File: src/rtl/des_dec_key_sched_if.sv
// des_dec_key_sched_if: key-schedule control and subkey handshake bundle.
// With DES_KS_ENC_MODE_EN defined an enc mode select is added.
interface des_dec_key_sched_if;
    logic        start;
    logic        abort;
    logic [55:0] key_cd;
    logic        sub_ready;
    logic        sub_valid;
    logic [47:0] subkey;
    logic [55:0] sub_cd;
    logic [3:0]  round;
    logic        last;
    logic        busy;
`ifdef DES_KS_ENC_MODE_EN
    logic        enc;
    modport master (
        output start, abort, key_cd, sub_ready, enc,
        input  sub_valid, subkey, sub_cd, round, last, busy
    );
    modport slave (
        input  start, abort, key_cd, sub_ready, enc,
        output sub_valid, subkey, sub_cd, round, last, busy
    );
`else
    modport master (
        output start, abort, key_cd, sub_ready,
        input  sub_valid, subkey, sub_cd, round, last, busy
    );
    modport slave (
        input  start, abort, key_cd, sub_ready,
        output sub_valid, subkey, sub_cd, round, last, busy
    );
`endif
endinterface

File: src/rtl/des_dec_key_sched.sv
// des_dec_key_sched: sequential DES key schedule emitting K16..K1 over valid/ready.
// Define DES_KS_ENC_MODE_EN to add an enc select (left rotate, K1..K16 order).
module des_dec_key_sched (
    input logic                  clk,
    input logic                  rst_n,
    des_dec_key_sched_if.slave   ks
);
    typedef enum logic {IDLE, HOLD} state_t;

    localparam int pc2_tab [48] = '{
        14, 17, 11, 24,  1,  5,  3, 28, 15,  6, 21, 10,
        23, 19, 12,  4, 26,  8, 16,  7, 27, 20, 13,  2,
        41, 52, 31, 37, 47, 55, 30, 40, 51, 45, 33, 48,
        44, 49, 39, 56, 34, 53, 46, 42, 50, 36, 29, 32
    };

    state_t      state, state_n;
    logic [55:0] cd, cd_n, cd_load, cd_adv;
    logic [3:0]  rnd, rnd_n, rnd_inc;

    function automatic logic [1:0] amt_dec(input logic [3:0] r);
        return (r == 4'd0) ? 2'd0 :
               (r == 4'd1 || r == 4'd8 || r == 4'd15) ? 2'd1 : 2'd2;
    endfunction

    function automatic logic [27:0] rotr(input logic [27:0] x, input logic [1:0] a);
        return (a == 2'd1) ? {x[0], x[27:1]} :
               (a == 2'd2) ? {x[1:0], x[27:2]} : x;
    endfunction

    function automatic logic [47:0] pc2(input logic [55:0] x);
        logic [47:0] y;
        y = '0;
        for (int i = 0; i < 48; i++) y[47-i] = x[56-pc2_tab[i]];
        return y;
    endfunction

`ifdef DES_KS_ENC_MODE_EN
    logic enc_q;

    function automatic logic [27:0] rotl(input logic [27:0] x, input logic [1:0] a);
        return (a == 2'd1) ? {x[26:0], x[27]} :
               (a == 2'd2) ? {x[25:0], x[27:26]} : x;
    endfunction

    function automatic logic [55:0] step(input logic [55:0] x, input logic [3:0] r,
                                         input logic e);
        logic [1:0] a;
        a = e ? ((r == 4'd0 || r == 4'd1 || r == 4'd8 || r == 4'd15) ? 2'd1 : 2'd2)
              : amt_dec(r);
        return e ? {rotl(x[55:28], a), rotl(x[27:0], a)}
                 : {rotr(x[55:28], a), rotr(x[27:0], a)};
    endfunction

    // the load uses the live enc input; later rounds use the captured mode
    assign cd_load = step(ks.key_cd, 4'd0, ks.enc);
    assign cd_adv  = step(cd, rnd_inc, enc_q);

    always_ff @(posedge clk or negedge rst_n) begin
        if (!rst_n)
            enc_q <= 1'b0;
        else if (state == IDLE && ks.start && !ks.abort)
            enc_q <= ks.enc;
    end
`else
    function automatic logic [55:0] step(input logic [55:0] x, input logic [3:0] r);
        return {rotr(x[55:28], amt_dec(r)), rotr(x[27:0], amt_dec(r))};
    endfunction

    assign cd_load = step(ks.key_cd, 4'd0);
    assign cd_adv  = step(cd, rnd_inc);
`endif

    assign rnd_inc = rnd + 4'd1;

    always_ff @(posedge clk or negedge rst_n) begin
        if (!rst_n) begin
            state <= IDLE;
            cd    <= '0;
            rnd   <= '0;
        end else begin
            state <= state_n;
            cd    <= cd_n;
            rnd   <= rnd_n;
        end
    end

    // abort outranks both start and a completing handshake
    always_comb begin
        state_n = state;
        cd_n    = cd;
        rnd_n   = rnd;
        if (ks.abort) begin
            state_n = IDLE;
            rnd_n   = (state == HOLD) ? 4'd0 : rnd;
        end else if (state == IDLE) begin
            if (ks.start) begin
                state_n = HOLD;
                cd_n    = cd_load;
                rnd_n   = 4'd0;
            end
        end else if (ks.sub_ready) begin
            state_n = (rnd == 4'd15) ? IDLE : HOLD;
            cd_n    = (rnd == 4'd15) ? cd : cd_adv;
            rnd_n   = (rnd == 4'd15) ? rnd : rnd_inc;
        end
    end

    assign ks.sub_valid = (state == HOLD);
    assign ks.busy      = (state != IDLE);
    assign ks.last      = (state == HOLD) && (rnd == 4'd15);
    assign ks.round     = rnd;
    assign ks.sub_cd    = cd;
    assign ks.subkey    = pc2(cd);
endmodule

File: src/flat_wrapper.sv
// flat-port wrapper written by rule: the top's interface ports become plain ports
module des_dec_key_sched_flat 
  (clk, rst_n, ks_start, ks_abort, ks_key_cd, ks_sub_ready, ks_sub_valid, ks_subkey, ks_sub_cd, ks_round, ks_last, ks_busy);
  des_dec_key_sched_if ks_i ();
  input logic clk;
  input logic rst_n;
  input wire logic [$bits(ks_i.start)-1:0] ks_start;
  input wire logic [$bits(ks_i.abort)-1:0] ks_abort;
  input wire logic [$bits(ks_i.key_cd)-1:0] ks_key_cd;
  input wire logic [$bits(ks_i.sub_ready)-1:0] ks_sub_ready;
  output wire logic [$bits(ks_i.sub_valid)-1:0] ks_sub_valid;
  output wire logic [$bits(ks_i.subkey)-1:0] ks_subkey;
  output wire logic [$bits(ks_i.sub_cd)-1:0] ks_sub_cd;
  output wire logic [$bits(ks_i.round)-1:0] ks_round;
  output wire logic [$bits(ks_i.last)-1:0] ks_last;
  output wire logic [$bits(ks_i.busy)-1:0] ks_busy;
  assign ks_i.start = ks_start;
  assign ks_i.abort = ks_abort;
  assign ks_i.key_cd = ks_key_cd;
  assign ks_i.sub_ready = ks_sub_ready;
  assign ks_sub_valid = ks_i.sub_valid;
  assign ks_subkey = ks_i.subkey;
  assign ks_sub_cd = ks_i.sub_cd;
  assign ks_round = ks_i.round;
  assign ks_last = ks_i.last;
  assign ks_busy = ks_i.busy;
  des_dec_key_sched u_core (.clk(clk), .rst_n(rst_n), .ks(ks_i));
endmodule
File: config.mk
export PLATFORM = sky130hd
export DESIGN_NAME = des_dec_key_sched_flat
export DESIGN_NICKNAME = d
export VERILOG_FILES = /design/src/rtl/des_dec_key_sched_if.sv /design/src/rtl/des_dec_key_sched.sv /design/src/flat_wrapper.sv
export SDC_FILE = /design/constraint.sdc
export NUM_CORES = 1
export LEC_CHECK = 0
export BUFFER_PORTS_ARGS = -buffer_cell sky130_fd_sc_hd__buf_4
export CAP_MARGIN = 20
export CORE_AREA = 2 2 125 127
export CTS_CLUSTER_DIAMETER = 50
export CTS_CLUSTER_SIZE = 24
export DETAILED_ROUTE_END_ITERATION = 16
export DIE_AREA = 0 0 127 129
export HOLD_SLACK_MARGIN = 0.12
export PLACE_DENSITY = 0.67
export REMOVE_ABC_BUFFERS = 1
export SLEW_MARGIN = 10
export SYNTH_ARGS = -nofsm -noshare
export SYNTH_HDL_FRONTEND = slang
export SYNTH_SLANG_ARGS = --single-unit
File: constraint.sdc
create_clock -name clk -period 5.48 [get_ports clk]
set_input_delay 0 -clock clk [delete_from_list [all_inputs] [get_ports clk]]
set_output_delay 0 -clock clk [all_outputs]
set_load 0.03 [all_outputs]
# Word-level counts from Yosys, hierarchy flattened
# Cells that the tools add are included.
# classes
eq_ne	12
div_mod_pow	0
reduce_logical	7
muxes	21
shift	0
n_bitwise	1
n_addsub	1
n_lt_le_gt_ge	0
mul	0
# ops
cell	n
$mux W56	4
$mux W28	4
$mux W4	6
$eq A4 B4 Y1 const B	3
$ne A3 B3 Y1 const B	3
$mux W1	5
$reduce_and A5 Y1	1
$add A4 B1 Y4 const B	1
$eq A4 B1 Y1 const B	1
$logic_not A4 Y1	1
$mux W2	2
$ne A2 B2 Y1 const B	2
$reduce_and A4 Y1	1
$eq A2 B1 Y1 const B	1
$eq A2 B2 Y1 const B	1
$logic_or A1 B1 Y1	2
$ne A2 B1 Y1 const B	1
$reduce_bool A2 Y1	1
$logic_and A1 B1 Y1	1
$not A1 Y1	1
# word_totals
word_cells	45
mem_bits_rw	0
out_inout_bits	111
rom_bits	0
reg_bits	61
latchBits	0
mem_count	0
inputBits	61

# Depth between registers and ports, before layout
# Gate-level depths: netlist of the first run.
# depth
depth_word	12
ltp_mapped	8
ltp_nobuf	6

# Least setup slack after synthesis of the first run
# Ideal clock, no wire load.
# synth_timing
path_kind	register to register
start	register u_core.rnd[0], in the netlist u_core.ks.round[0]
end	register u_core.cd[25], in the netlist u_core.ks.sub_cd[25]
path_buffers	2
arrival_ns	1.969
slack_ns	3.382
t_required_ns	5.351
synth_period_minus_slack_ns	2.098
path_stages_with_launch	9
setup_time_ns	0.129
cell_sequence	dfrtp_1 inv_1 ha_1 and4b_4 o21a_4 buf_12 buf_12 a211oi_2 a31oi_1
# synth_via
elab_chain_cells	11
elab_cells_between_ends	19
classes_between	add/sub: 1; eq/ne: 8; mux: 6; reduce/logical: 4
# synth_lines
item	line	text
from (decl)	des_dec_key_sched.sv:19	logic [3:0] rnd, rnd_n, rnd_inc;
from (signal assigned)	des_dec_key_sched.sv:84	rnd <= rnd_n;
$add A4 B1 Y4	des_dec_key_sched.sv:74	assign rnd_inc = rnd + 4'd1;
$eq A4 B1 Y1 / $eq A4 B4 Y1 (equally long branches)	des_dec_key_sched.sv:23	(r == 4'd1 || r == 4'd8 || r == 4'd15) ? 2'd1 : 2'd2;
$logic_or A1 B1 Y1 (2 in series)	des_dec_key_sched.sv:23	
$mux W2	des_dec_key_sched.sv:23	
$mux W2	des_dec_key_sched.sv:22	return (r == 4'd0) ? 2'd0 :
$eq A2 B1 Y1	des_dec_key_sched.sv:27	return (a == 2'd1) ? {x[0], x[27:1]} :
$mux W28	des_dec_key_sched.sv:27	
$mux W56	des_dec_key_sched.sv:104	cd_n = (rnd == 4'd15) ? cd : cd_adv;
$mux W56	des_dec_key_sched.sv:102	end else if (ks.sub_ready) begin
$mux W56	des_dec_key_sched.sv:96	end else if (state == IDLE) begin
to (signal assigned)	des_dec_key_sched.sv:83	cd <= cd_n;
to (decl)	des_dec_key_sched.sv:18	logic [55:0] cd, cd_n, cd_load, cd_adv;
# Several ways; a longest one is shown, not always the timed one. The select of a mux whose other input is x is not followed.
# A chain may end at the register's enable or synchronous reset.

# Worst setup path in the final report of the first run
# layout_timing
start	register u_core.rnd[1], in the netlist u_core.ks.round[1]
end	register u_core.cd[38], in the netlist u_core.ks.sub_cd[38]
# Same word-level chain as after synthesis.

==> flow_summary_export.csv, run 1 <==
group,metric,value,unit
synthesis,ys_async_sr_fraction,100,%
synthesis,syn_avg_cell_area,8.64,um^2
power,ir_worst_vdd,0.000162,V
timing,relSlewSlack,22.3,%
worst_setup_path,reg2regPathDepth,6,
placed_design,hpwl,8.29,mm
run,cap_viol_max_count,0,
clock_network,hold_buffers,56,
clock_network,cts_buffers,9,
timing,post-route-period-util,53.9,%
min_path,hold_start,"ks_key_cd[53]",
clock_network,cts.clk_slew.worst_paths,0.06,ns
synthesis,synth_compound_area_share,32.8,%
global_route,grt_max_degree,62,
worst_setup_path,r2r_slack,2.53,ns
route,postRouteAntennaNets,0,
synthesis,syn_area,0.00471,mm^2
worst_setup_path,end_kind,"flip-flop",
synthesis,synthSimpleGateAreaFrac,18.1,%
timing,setup_tns,0,ns
floorplanning,die-area,0.0164,mm^2
floorplanning,core-area,0.0150,mm^2
worst_setup_path,crit_path_max_fanout,31,
global_route,first_global_vias,4293,
synthesis,synth_ff_type,"dfrtp_1",
min_path,whs_endpoint,"u_core.ks.sub_cd[53]",
synthesis,ys_seq_area_share,32.4,%
worst_setup_path,start_kind,"flip-flop",
timing,whs,0.118,ns
synthesis,synth.mux.area_fraction,0,%
finish,areaGrowthSynthToFinish,36.7,%
synthesis,synthXorXnorAreaFrac,0.186,%
clock_network,cts_root_buf,"clkbuf_16",
route,via_count,4541,
worst_setup_path,critPathRequiredTime,5.71,ns
timing,hold_violations,0,
finish,drive_gt1_share,35.3,%
finish,num-fill-cells,1506,
worst_setup_path,slowest_delay,0.96,ns
run_status,outcome,"completed",
clock_network,cts_buffer_depth,2,
min_path,hp-class,"in -> reg",
worst_setup_path,critical_path_class,"reg -> reg",
finish,diodes,0,
min_path,hold_depth,4,
finish,fin_cells,880,
timing,max_freq,339,MHz
clock_network,cts_tree,"done",
floorplanning,die_h,129,um
synthesis,synth_top_family_by_area,"compound AO/OA/AOI/OAI gates",
synthesis,synth_cells,545,
synthesis,synthDistinctLibCells,43,
floorplanning,io_pins,172,
synthesis,ys_ff_latch,61,
route,vias_per_cell,5.16,
synthesis,yosysWarnings,0,
timing,fin_crit,2.95,ns
worst_setup_path,r2r-start,"u_core.ks.round[1]",
global_route,antenna_found_initial,0,
worst_setup_path,worst_path_max_delay_cell,"a221oi_4",
floorplanning,num_rows,45,
synthesis,synth-edff-count,0,
route,drt_pass1_iterations,5,
route,drtIter0Drc,279,
power,leakagePower,2.51,nW
placed_design,io_buffers,171,
global_route,grt_first_pass_wirelength,22.8,mm
timing,setup_violations,0,
clock_network,postCtsSetupBuffers,0,
timing,slew_viol_final,0,
route,routed_wl,13.9,mm
placed_design,place.gp.congestion,0.835,
placed_design,place_inst,806,
worst_setup_path,regToRegEndpoint,"u_core.ks.sub_cd[38]",
global_route,grt_overflow,0,
synthesis,synthAdderAreaFrac,0.797,%
worst_setup_path,crit_chain,"ha_1, and3_1, a221oi_4, buf_4, nor2_1, a31oi_1",
clock_network,clk_latency,0.32,ns
timing,worstMarginPinSlew,1.17,ns
clock_network,ctsResizeCount,0,
clock_network,clock_sinks,61,
timing,clock_skew,0.00689,ns
route,drcViolationCount,0,
floorplanning,start_util,31.4,%
finish,nets,751,
power,power.density,327,mW/mm^2
worst_setup_path,crit_arrival,3.18,ns
clock_network,htreeDepth,3,
route,wl_per_cell,15.8,um
global_route,grt_usage,16.9,%
floorplanning,die_w,127,um
timing,rsz0062_at_grt,"no",
[synth_stat cells, types with 2 or more instances]
| library cell | n | area share (%) |
|---|---|---|
| dfrtp_1 | 61 | 32 |
| nand2_1 | 59 | 4.7 |
| buf_4 | 58 | 9.3 |
| nand3_1 | 58 | 6.2 |
| nor2_1 | 58 | 4.6 |
| a31oi_1 | 56 | 7.4 |
| o21a_1 | 56 | 8.9 |
| a211oi_2 | 39 | 10 |
| buf_2 | 20 | 2.1 |
| clkbuf_1 | 17 | 1.4 |
| a211oi_1 | 16 | 2.6 |
| buf_12 | 5 | 2.1 |
| inv_1 | 4 | 0.32 |
| ha_1 | 3 | 0.80 |
| o21ai_0 | 3 | 0.32 |
| a21oi_1 | 2 | 0.21 |
| and3_1 | 2 | 0.27 |
| buf_6 | 2 | 0.48 |
| o22ai_1 | 2 | 0.27 |
[worst max path at each step]
stage	startpoint	to	slack, ns	cells past startpoint
finish	u_core.ks.round[1]	u_core.ks.sub_cd[38]	2.53	6
global route	u_core.ks.round[1]	u_core.ks.sub_cd[22]	2.29	6
CTS	u_core.ks.round[1]	u_core.ks.sub_cd[39]	2.51	6
detailed placement	u_core.ks.round[0]	u_core.ks.sub_cd[1]	2.54	6
global placement	u_core.ks.round[0]	u_core.ks.sub_cd[45]	2.64	6
floorplan	u_core.ks.busy	u_core.ks.sub_cd[55]	1.20	3
[layout make-up]
cell class,instances,area [um^2],share of cell area (%)
Clock inverter,5,27.5,0.428
Multi-Input combinational cell,377,2480,38.5
Inverter,5,18.8,0.292
Timing Repair Buffer,233,1910,29.8
Clock buffer,11,233,3.62
Sequential cell,61,1530,23.7
Tap cell,188,235,3.66
[per-stage QoR]
step | total power [mW] | setup WS (ns) | utilization (%) | area [um^2]
3_3_place_gp | 1.57 | 2.64 | 37.2 | 5570
2_1_floorplan | 1.19 | 1.20 | - | 3990
5_1_grt | 2.22 | 2.29 | 43.0 | 6430
6_report | 2.11 | 2.53 | 43.0 | 6430
3_5_place_dp | 1.58 | 2.54 | 37.2 | 5570
4_1_cts | 2.12 | 2.51 | 42.7 | 6390
[registers in the layout, summed over array words and instances, names as in the netlist]
name and count:
u_core.ks.busy 1, u_core.ks.sub_cd 56, u_core.ks.round 4
[routing by layer]
| layer | track usage, % | share of wire [%] | up-vias |
|---|---|---|---|
| met5 | 0 | 0 | - |
| met4 | 3.04 | 0.53 | 0 |
| met3 | 3.20 | 5.2 | 6 |
| met2 | 28.2 | 48 | 150 |
| met1 | 23.2 | 47 | 2180 |
| li1 | - | - | 2205 |
[cells in the final DEF, fill, tap and decap left out, types with 3 or more instances in the layout]
| master | Yosys | routed |
|---|---|---|
| buf_4 | 58 | 175 |
| dlygate4sd3_1 | 0 | 56 |
| nor2_1 | 58 | 58 |
| inv_1 | 4 | 4 |
| a211oi_2 | 39 | 39 |
| o21a_1 | 56 | 55 |
| a211oi_1 | 16 | 16 |
| ha_1 | 3 | 3 |
| clkbuf_16 | 0 | 9 |
| nand2_1 | 59 | 59 |
| nand3_1 | 58 | 58 |
| o21ai_0 | 3 | 3 |
| a31oi_1 | 56 | 56 |
| clkinv_2 | 0 | 4 |
| dfrtp_1 | 61 | 60 |
[cell families (layout without fill, tap and decap cells)]
logic type,after synthesis,after routing
AOI/OAI and AO/OA,186,186
and+or+nand+nor,187,187
xor gates and xnor gates,1,1
DFF,61,61
adders and majority gates,3,3
buffers and inverters,107,254
[power breakdown]
group / internal [mW] / switching, mW
registers: 0.536 / 0.164
clock network: 0.303 / 0.203
logic: 0.359 / 0.542
[critical path, delay by kind of cell (launching register included)]
family                     cells  cell delay, ns
adders and majority gates      1            0.39
and+or+nand+nor                2            0.33
buffers and inverters          1            0.49
DFF                            1            0.50
AOI/OAI and AO/OA              2            1.11
(Power assumes the default switching activity.)
==> run 2: changes to the inputs <==
ABC_AREA = 1   (was not set)
PLACE_DENSITY = 0.69   (was 0.67)
clock period = 2.55 ns   (was 5.48 ns; I/O delays follow)
==> flow_summary_export.csv, run 2 <==
group,metric,value,unit
run_status,outcome,"completed",
worst_setup_path,critPathTopFamily,"simple AND/OR/NAND/NOR gates",
synthesis,ys_ff_latch,61,
timing,max_freq,516,MHz
route,postRouteAntennaNets,0,
timing,hold_violations,0,
placed_design,place_inst,990,
floorplanning,num_rows,45,
synthesis,synthSimpleGateAreaFrac,34.5,%
synthesis,synth.mux.area_fraction,0,%
synthesis,synthDistinctLibCells,20,
synthesis,yosysTopAreaCellShare,32.1,%
timing,fin_crit,1.94,ns
global_route,grt_first_pass_wirelength,22.7,mm
clock_network,postCtsSetupBuffers,0,
clock_network,cts_buffer_depth,2,
worst_setup_path,crit_path_max_fanout,30,
finish,final_cell_mix,"buf_4, nand3_1, nor2_1, inv_1",
clock_network,hold_buffers,60,
timing,clock_skew,0.00578,ns
worst_setup_path,critical_path_class,"reg -> reg",
global_route,grt_usage,16.9,%
worst_setup_path,cp.buffers_inverters,2,
clock_network,cts.clk_slew.worst_paths,0.05,ns
finish,areaGrowthSynthToFinish,40.0,%
floorplanning,io_pins,172,
route,wl_per_cell,13.0,um
worst_setup_path,regToRegEndpoint,"u_core.ks.sub_cd[46]",
power,leakagePower,3.52,nW
global_route,grt_overflow,0,
synthesis,netlist_top_cells_count,"nand3_1, nor2_1, inv_1, dfrtp_1, buf_4",
global_route,first_global_vias,4590,
min_path,hold_start,"ks_start",
synthesis,synthXorXnorAreaFrac,0,%
run,cap_viol_max_count,0,
synthesis,syn_area,0.00476,mm^2
power,ir_worst_vdd,0.000421,V
placed_design,place_area,0.00577,mm^2
placed_design,io_buffers,171,
clock_network,cts_tree,"done",
route,drcViolationCount,0,
power,power.density,837,mW/mm^2
synthesis,synth_ff_type,"dfrtp_1",
clock_network,cts_buffers,9,
floorplanning,start_util,31.8,%
synthesis,synth_cells,715,
route,via_count,4884,
global_route,grt_max_degree,62,
synthesis,yosysTopAreaCell,"dfrtp_1",
synthesis,yosysWarnings,0,
finish,fin_cells,1066,
clock_network,htreeDepth,3,
synthesis,synth-edff-count,0,
min_path,hp-class,"in -> reg",
synthesis,synthAdderAreaFrac,0.789,%
global_route,antenna_found_initial,0,
synthesis,synth_compound_area_share,9.05,%
finish,layout_commonest_cell,"buf_4",
timing,worstMarginPinSlew,0.839,ns
finish,drive_gt1_share,29.6,%
worst_setup_path,end_kind,"flip-flop",
worst_setup_path,slowest_delay,0.44,ns
timing,relSlewSlack,44.1,%
timing,slew_viol_final,0,
min_path,whs_endpoint,"u_core.ks.round[1]",
route,drtIter0Drc,274,
synthesis,yosysMostFrequentCell,"nand3_1",
finish,diodes,0,
worst_setup_path,start_kind,"flip-flop",
finish,stdcell_area,0.00666,mm^2
worst_setup_path,r2r_slack,0.61,ns
clock_network,clock_sinks,61,
placed_design,hpwl,8.88,mm
clock_network,cts_root_buf,"clkbuf_16",
route,routed_wl,13.8,mm
clock_network,clk_latency,0.33,ns
timing,post-route-period-util,76.0,%
floorplanning,core-area,0.0150,mm^2
timing,rsz0062_at_grt,"no",
worst_setup_path,reg2regPathDepth,11,
min_path,hold_depth,7,
worst_setup_path,crit_chain,"ha_1, nand2_1, nor2_2, nand2_2, nand2_2, nor2_2, nand2_2, inv_2, buf_4, nor2_1, a21oi_1",
clock_network,ctsResizeCount,0,
worst_setup_path,worst_path_max_delay_cell,"dfrtp_1",
finish,final_core_util,44.5,%
synthesis,ys_async_sr_fraction,100,%
worst_setup_path,critPathRequiredTime,2.80,ns
floorplanning,die-area,0.0164,mm^2
finish,nets,937,
worst_setup_path,crit_arrival,2.19,ns
synthesis,ys_seq_area_share,32.1,%
worst_setup_path,cpMostUsedCell,"nand2_2",
synthesis,yosys-top-cells-area,"dfrtp_1, nand3_1, nor2_1, inv_1, buf_4",
synthesis,syn_avg_cell_area,6.65,um^2
timing,setup_violations,0,
route,vias_per_cell,4.58,
route,drt_pass1_iterations,4,
finish,largest_reg_flops,56,
synthesis,synth_top_family_by_area,"simple AND/OR/NAND/NOR gates",
placed_design,place.gp.congestion,0.777,
floorplanning,die_h,129,um
floorplanning,die_w,127,um
worst_setup_path,r2r-start,"u_core.ks.round[0]",
-- run 2: power by group --
group	switching, mW	internal (mW)	leakage, nW
Clock	0.432	0.766	0.143
Sequential	0.309	1.21	0.686
Combinational	1.78	1.09	2.69
-- run 2: cells by family after synthesis --
| logic type | Yosys count |
|---|---|
| compound gates | 63 |
| simple gates | 363 |
| flops | 61 |
| buf+inv | 225 |
| fa+ha+maj | 3 |
-- run 2: layer usage --
metal	vias to the layer above	GRT usage [%]	share of wire (%)
li1	2490	-	-
met1	2239	22.3	45
met2	147	28.8	49
met3	8	2.95	4.9
met4	0	4.14	0.73
met5	-	0	0
-- run 2: through the flow --
| stage | hold WS [ns] | setup WS [ns] | TNS, ns | total power, mW |
|---|---|---|---|---|
| floorplan | -0.296 | -1.87 | -106.48 | 3.24 |
| detailed placement | 0.160 | 0.591 | 0 | 4.32 |
| finish | 0.283 | 0.611 | 0 | 5.58 |
| global placement | 0.150 | 0.681 | 0 | 4.28 |
| CTS | 0.278 | 0.596 | 0 | 5.61 |
| global route | 0.333 | 0.454 | 0 | 5.91 |
-- run 2: how the worst max path moves through the flow --
stage,startpoint,to,slack (ns),cells past startpoint
after floorplan,u_core.ks.busy,u_core.ks.sub_cd[0],-1.87,8
after global placement,u_core.ks.round[0],u_core.ks.sub_cd[54],0.68,11
after detailed placement,u_core.ks.round[0],u_core.ks.sub_cd[46],0.59,11
after CTS,u_core.ks.round[0],u_core.ks.sub_cd[46],0.60,11
after global routing,u_core.ks.round[0],u_core.ks.sub_cd[20],0.45,11
final,u_core.ks.round[0],u_core.ks.sub_cd[46],0.61,11
-- run 2: tightest hold or removal path: stages --
cell and delay [ns]:
buf_4 0.08, o21ai_1 0.06, inv_1 0.06, nand2_2 0.06, nor2_2 0.14, nand3_1 0.09, o21ai_0 0.08
-- run 2: layout make-up --
class,instances,area (um^2)
clock buffer,16,292
fill,1542,8320
inverter,127,477
multi-input combinational,429,2120
sequential,61,1530
tap,188,235
timing repair buffer,245,2000
